### src/rtl/hilo_div_ctrl.sv
// HI/LO register owner and initiator side of the iterative divider handshake (EX stage).
// Optional macro HILO_SIGNED_DIV_EN enables signed DIV (magnitude conversion + sign fix-up).
module hilo_div_ctrl #(
  parameter int unsigned WIDTH = 32
) (
  input  logic             clk,
  input  logic             rst_n,
  input  logic             ex_valid,
  input  logic [2:0]       ex_op,
  input  logic [WIDTH-1:0] ex_rs,
  input  logic [WIDTH-1:0] ex_rt,
  output logic [WIDTH-1:0] rd_data,
  output logic             pipe_stall,
  output logic             div_in_valid,
  output logic [WIDTH-1:0] div_dividend,
  output logic [WIDTH-1:0] div_divisor,
  input  logic [WIDTH-1:0] div_remainder,
  input  logic [WIDTH-1:0] div_quotient,
  input  logic             div_out_valid
);

  localparam logic [2:0] OpDiv  = 3'd1;
  localparam logic [2:0] OpDivu = 3'd2;
  localparam logic [2:0] OpMthi = 3'd3;
  localparam logic [2:0] OpMtlo = 3'd4;
  localparam logic [2:0] OpMfhi = 3'd5;
  localparam logic [2:0] OpMflo = 3'd6;

  typedef enum logic [1:0] {StIdle, StIssue, StWait} state_e;

  state_e           state_q, state_d;
  logic [WIDTH-1:0] hi_q, hi_d, lo_q, lo_d;
  logic [WIDTH-1:0] dividend_q, dividend_d, divisor_q, divisor_d;
  logic [WIDTH-1:0] mag_rs, mag_rt, quo_fix, rem_fix;
  logic             is_div, rt_zero, launch;

  assign is_div  = ex_valid & ((ex_op == OpDiv) | (ex_op == OpDivu));
  assign rt_zero = (ex_rt == '0);
  assign launch  = (state_q == StIdle) & is_div & ~rt_zero;

`ifdef HILO_SIGNED_DIV_EN
  logic sgn_rs, sgn_rt, neg_quo_q, neg_rem_q;

  assign sgn_rs  = (ex_op == OpDiv) & ex_rs[WIDTH-1];
  assign sgn_rt  = (ex_op == OpDiv) & ex_rt[WIDTH-1];
  // Negating the most negative value wraps to itself, which is its correct magnitude.
  assign mag_rs  = sgn_rs ? -ex_rs : ex_rs;
  assign mag_rt  = sgn_rt ? -ex_rt : ex_rt;
  assign quo_fix = neg_quo_q ? -div_quotient : div_quotient;
  assign rem_fix = neg_rem_q ? -div_remainder : div_remainder;

  always_ff @(posedge clk or negedge rst_n) begin
    if (!rst_n) begin
      neg_quo_q <= 1'b0;
      neg_rem_q <= 1'b0;
    end else if (launch) begin
      neg_quo_q <= sgn_rs ^ sgn_rt;
      neg_rem_q <= sgn_rs;
    end
  end
`else
  assign mag_rs  = ex_rs;
  assign mag_rt  = ex_rt;
  assign quo_fix = div_quotient;
  assign rem_fix = div_remainder;
`endif

  always_ff @(posedge clk or negedge rst_n) begin
    if (!rst_n) begin
      state_q    <= StIdle;
      hi_q       <= '0;
      lo_q       <= '0;
      dividend_q <= '0;
      divisor_q  <= '0;
    end else begin
      state_q    <= state_d;
      hi_q       <= hi_d;
      lo_q       <= lo_d;
      dividend_q <= dividend_d;
      divisor_q  <= divisor_d;
    end
  end

  always_comb begin
    state_d = state_q;
    unique case (state_q)
      StIdle:  if (launch) state_d = StIssue;
      StIssue: state_d = StWait;
      StWait:  if (div_out_valid) state_d = StIdle;
      default: state_d = StIdle;
    endcase
  end

  always_comb begin
    hi_d       = hi_q;
    lo_d       = lo_q;
    dividend_d = dividend_q;
    divisor_d  = divisor_q;
    if (state_q == StIdle && ex_valid) begin
      case (ex_op)
        OpDiv, OpDivu: begin
          if (rt_zero) begin
            hi_d = ex_rs;
            lo_d = '1;
          end else begin
            dividend_d = mag_rs;
            divisor_d  = mag_rt;
          end
        end
        OpMthi:  hi_d = ex_rs;
        OpMtlo:  lo_d = ex_rs;
        default: ;
      endcase
    end else if (state_q == StWait && div_out_valid) begin
      lo_d = quo_fix;
      hi_d = rem_fix;
    end
  end

  always_comb begin
    div_in_valid = (state_q == StIssue);
    pipe_stall   = launch | (state_q == StIssue) | ((state_q == StWait) & ~div_out_valid);
    rd_data      = '0;
    if (state_q == StIdle && ex_valid) begin
      if (ex_op == OpMfhi) rd_data = hi_q;
      else if (ex_op == OpMflo) rd_data = lo_q;
    end
  end

  assign div_dividend = dividend_q;
  assign div_divisor  = divisor_q;

endmodule

### config.mk
export PLATFORM = sky130hd
export DESIGN_NAME = hilo_div_ctrl
export DESIGN_NICKNAME = d
export VERILOG_FILES = /design/src/rtl/hilo_div_ctrl.sv
export SDC_FILE = /design/constraint.sdc
export NUM_CORES = 1
export LEC_CHECK = 0
export CAP_MARGIN = 40
export CORE_MARGIN = 2
export CORE_UTILIZATION = 40
export CTS_BUF_LIST = sky130_fd_sc_hd__clkbuf_16
export DETAILED_ROUTE_END_ITERATION = 16
export PLACE_DENSITY = 0.79
export SYNTH_ARGS = -nofsm -noshare
export SYNTH_HDL_FRONTEND = slang
export SYNTH_SLANG_ARGS = --single-unit
### constraint.sdc
create_clock -name clk -period 3.45 [get_ports clk]
set_clock_uncertainty 0.2 [all_clocks]
set_input_delay 0.69 -clock clk [delete_from_list [all_inputs] [get_ports clk]]
set_output_delay 0.69 -clock clk [all_outputs]
set_load 0.1 [all_outputs]
* Word level (Yosys, flattened, before mapping)
Index checks and enable logic that the tools add are counted.
Word-level totals: register bits 130, bits of input ports 135, output and inout port bits 98, logic and storage cells 51
Cells by class: equal/unequal tests 13, mux-type cells 14, bitwise gates (word level) 9, reductions and logical operators 10
Operators by type and width (number):
- $mux W32 | 9
- $pmux W32 S2 | 2
- $logic_not A32 Y1 | 1
- $eq A3 B3 Y1 const B | 3
- $reduce_and A3 Y1 | 3
- $eq A3 B2 Y1 const B | 2
- $ne A3 B1 Y1 const B | 2
- $pmux W2 S3 | 1
- $and A1 B1 Y1 | 4
- $mux W2 | 2
- $ne A2 B2 Y1 const B | 2
- $eq A3 B1 Y1 const B | 1
- $ne A3 B3 Y1 const B | 1
- $or A1 B1 Y1 | 3
- $eq A2 B1 Y1 const B | 1
- $eq A2 B2 Y1 const B | 1
- $logic_and A1 B1 Y1 | 2
- $logic_not A2 Y1 | 1
- $not A1 Y1 | 2
- $reduce_and A2 Y1 | 1
- $reduce_bool A2 Y1 | 1
- $reduce_or A2 Y1 | 1

* Logic depth before layout (Yosys ltp)
word-level depth 7, gate-level depth with buffers 8, gate-level depth less buffers 6

* Least setup slack after synthesis
OpenSTA, ideal clock, no wires.
kind reg-to-output, start point register state_q[1], end point output pipe_stall, data arrival time 2.837 ns, required time 2.560 ns, slack -0.277 ns, cell stages (with the launch flop) 4, buffers on the path 0, cell sequence dfrtp_1 nor2b_1 or2_2 nand2b_1
Between the ends: elaborated cells between the ends (all ways) 8, those cells by class eq/ne: 2; bitwise: 5; reduce/logical: 1
RTL lines:
- start, declared | RTL line 31 | state_e state_q, state_d;
- start signal, assigned | RTL line 70 | state_q <= StIdle;
- start signal, assigned | RTL line 76 | state_q <= state_d;
- $eq A2 B1 Y1
- net div_in_valid | RTL line 14 | output logic div_in_valid,
- $or A1 B1 Y1 (2 in series) | RTL line 122 | pipe_stall = launch | (state_q == StIssue) | ((state_q == StWait) & ~div_out_valid);
- end, declared | RTL line 13 | output logic pipe_stall,
The timed path passes the listed nets, and every way through them passes these cells.

* Worst setup path in the final report
start point input ex_valid, end point output pipe_stall
Between the ends: word-level cells in the longest chain between the ends 5
RTL lines:
- start, declared | RTL line 8 | input logic ex_valid,
- $and A1 B1 Y1 | RTL line 37 | assign is_div = ex_valid & ((ex_op == OpDiv) | (ex_op == OpDivu));
- $and A1 B1 Y1 (2 in series) | RTL line 39 | assign launch = (state_q == StIdle) & is_div & ~rt_zero;
- $or A1 B1 Y1 (2 in series) | RTL line 122
Every way passes these cells.

==> impl_metrics.yaml <==
pwr:
  p_int_mw: 3.878
  power_frac_seq_pct: 31.3
  vdd_drop_max_mv: 0.3848
  switchingPower_mw: 3.299
  leakagePower_nw: 4.194
  clockPowerShare_pct: 22.0
  pwr-share-comb_pct: 46.6
  power_mw: 7.177
  pwr_density_cell_mw_per_mm2: 772.2
  p_sw_share_pct: 45.97
setup_path:
  cp.arrival_ns: 2.34
  crit_end: "pipe_stall"
  reg2reg_slack_ns: 1.04
  path_class: "input pin to output pin"
  r2r_end: "hi_q[20]"
  crit_start: "ex_valid"
  worst_r2r_path_depth: 6
  cp_data_required_time_ns: 2.56
  r2r-start: "state_q[1]"
  end_kind: "output pin"
  worstPathMaxFanout: 6
  critPathLaunchType: "input pin"
timing:
  finalMaxSlewViolations: 0
  fin_crit_ns: 3.228
  setup_viol: 0
  worstMarginPinSlew_ns: 0.8278
  rsz0062_at_grt: "false"
  max_slew_margin_pct: 44.81
  fin_crit_sh_pct: 93.56
  hold_viol: 0
  setup_ws_ns: 0.2220
  fmax_ghz: 0.3098
routing:
  wl_mm: 19.68
  avgRoutedWirePerCell_um: 18.19
  drc: 0
  via_count: 5837
  ant_nets: 0
  viasPerCell: 5.395
  drtIter0Drc: 537
  drt_first_pass_iters: 6
global_route:
  grtUsageMet2_pct: 40.20
  grt_pass1_wl_mm: 31.40
  track_usage_pct: 24.90
  antenna_found_initial: 0
  use_met1_pct: 32.80
  grt_busiest_layer: "met2"
  first_global_vias: 5854
  grt_use_met3_pct: 5.019
  gr-total-overflow: 0
  grt_max_degree: 91
worst_hold_path:
  hp-class: "input pin to async pin"
placed_design:
  place_ws_ns: 0.2108
  gp_congestion: 0.8692
  placed_cells: 1052
  dpl.hpwl_mm: 13.42
  port_buffers: 232
cts:
  clk_pin_slew_worst_paths_ns: 0.05
  cts-root-buf: "clkbuf_16"
  postCtsSetupBuffers: 0
  worstSkewPairLatency_ns: 0.40
  clock_sinks: 130
  hold_buffers: 0
  numCtsBuffers: 17
  cts_tree: "done"
  h-tree-depth: 4
  clock_path_buffers: 2
  postCtsResizedCells: 0
finish:
  final_common_cell: "nand2_1"
  area_growth_pct: 54.65
  fin_cells: 1082
  diodes: 0
  drive_gt1_share_pct: 20.49
  final_cell_mix: "nand2_1 (256), clkdlybuf4s50_1 (133), dfrtp_1 (130)"
  nets: 1022
floorplan:
  ios: 233
  core_mm2: 0.01459
  die_w_um: 126.6
  initial_core_util_pct: 41.19
  fp-row-count: 44
  die_h_um: 126.6
  die_area_mm2: 0.01602
logic_synthesis:
  ys_seq_area_share_pct: 54.13
  yosys_warnings: 0
  post_synth_inst_count: 664
  ys_ff_latch: 130
  syn-cell-area_mm2: 0.006010
  synth_area_per_cell_um2: 9.050
  synth_nets: 799
  ys_types: 36
outcome:
  status: "complete, no violations"
run:
  maxCapViolations: 0
cell type report:
| class | instances | area, um^2 |
|---|---|---|
| Clock inverter | 13 | 82.58 |
| Inverter | 2 | 8.758 |
| Timing Repair Buffer | 258 | 2761 |
| Fill cell | 1200 | 5295 |
| Sequential cell | 130 | 3253 |
| Tap cell | 184 | 230.2 |
| Multi-Input combinational cell | 478 | 2532 |
| Clock buffer | 17 | 425.4 |
stage by stage:
stage | TNS [ns] | area, um^2 | hold WS, ns | util [%]
after global placement | 0 | 8786 | 0.2582 | 60.22
after detailed placement | 0 | 8786 | 0.2638 | 60.22
final | 0 | 9294 | 0.1264 | 63.71
after global routing | 0 | 9294 | 0.2047 | 63.71
after CTS | 0 | 9294 | 0.1793 | 63.71
after floorplan | -7.085 | 6012 | 0.1944 | -
registers in the layout (all words and copies together) (netlist names):
signal        count
lo_q             32
state_q           2
div_divisor      32
div_dividend     32
hi_q             32
per-layer routing:
metal  wire length, um  share of wire [%]  up-vias
met5                 0                  0        -
met4               532                2.7        0
met3              1292                6.6       35
met2              9578                 49      283
met1              8279                 42     2777
li1                  -                  -     2742
worst min path at each step:
stage	slack, ns	endpoint	cells past startpoint	from
after floorplan	0.19	div_dividend[0]	0	rst_n
after global placement	0.26	div_dividend[29]	2	div_dividend[29]
after detailed placement	0.26	div_divisor[16]	2	div_divisor[16]
after CTS	0.18	div_divisor[18]	1	rst_n
after global routing	0.20	div_divisor[21]	1	rst_n
final	0.13	div_divisor[18]	1	rst_n
cells in the mapped netlist (all sizes together):
master | instances | area, um^2
inv | 2 | 7.500
or3b | 1 | 11.26
clkbuf | 33 | 123.9
and2 | 1 | 6.260
buf | 21 | 127.6
nor3 | 1 | 10.01
o31ai | 2 | 28.78
o22ai | 2 | 12.51
nand4 | 2 | 12.51
o21ai | 2 | 13.76
nor2b | 1 | 6.260
o221a | 31 | 349.1
and3 | 1 | 6.260
or3 | 1 | 6.260
a31oi | 32 | 200.2
nand2 | 256 | 960.9
a21oi | 32 | 160.2
nor4 | 8 | 50.05
nand2b | 2 | 12.51
nand3b | 1 | 7.510
a22oi | 32 | 240.2
nor3b | 2 | 20.02
xnor2 | 1 | 8.760
a21boi | 1 | 7.510
or2 | 1 | 6.260
dfrtp | 130 | 3253
nor2 | 34 | 127.6
o21bai | 31 | 232.7
logic make-up after synthesis:
kind of cell	Yosys count	share of synthesized area (%)
simple gates	312	20.70
flops	130	54.13
compound gates	165	20.72
xor+xnor	1	0.1458
buf+inv	56	4.310
power by group through the flow:
stage	Clock [mW]	Sequential, mW	Combinational [mW]
floorplan	0	3.76	0.914
global placement	0	2.25	3.32
detailed placement	0	2.26	3.36
CTS	1.61	2.25	3.36
global route	1.67	2.30	3.50
finish	1.58	2.25	3.35
worst max-delay path, stage by stage:
cell	delay, ns
clkdlybuf4s50_1	0.49
or3b_4	0.42
nor3_2	0.27
o21ai_4	0.13
nand2b_1	0.14
buf_12	0.18
(Power assumes the default switching activity.)
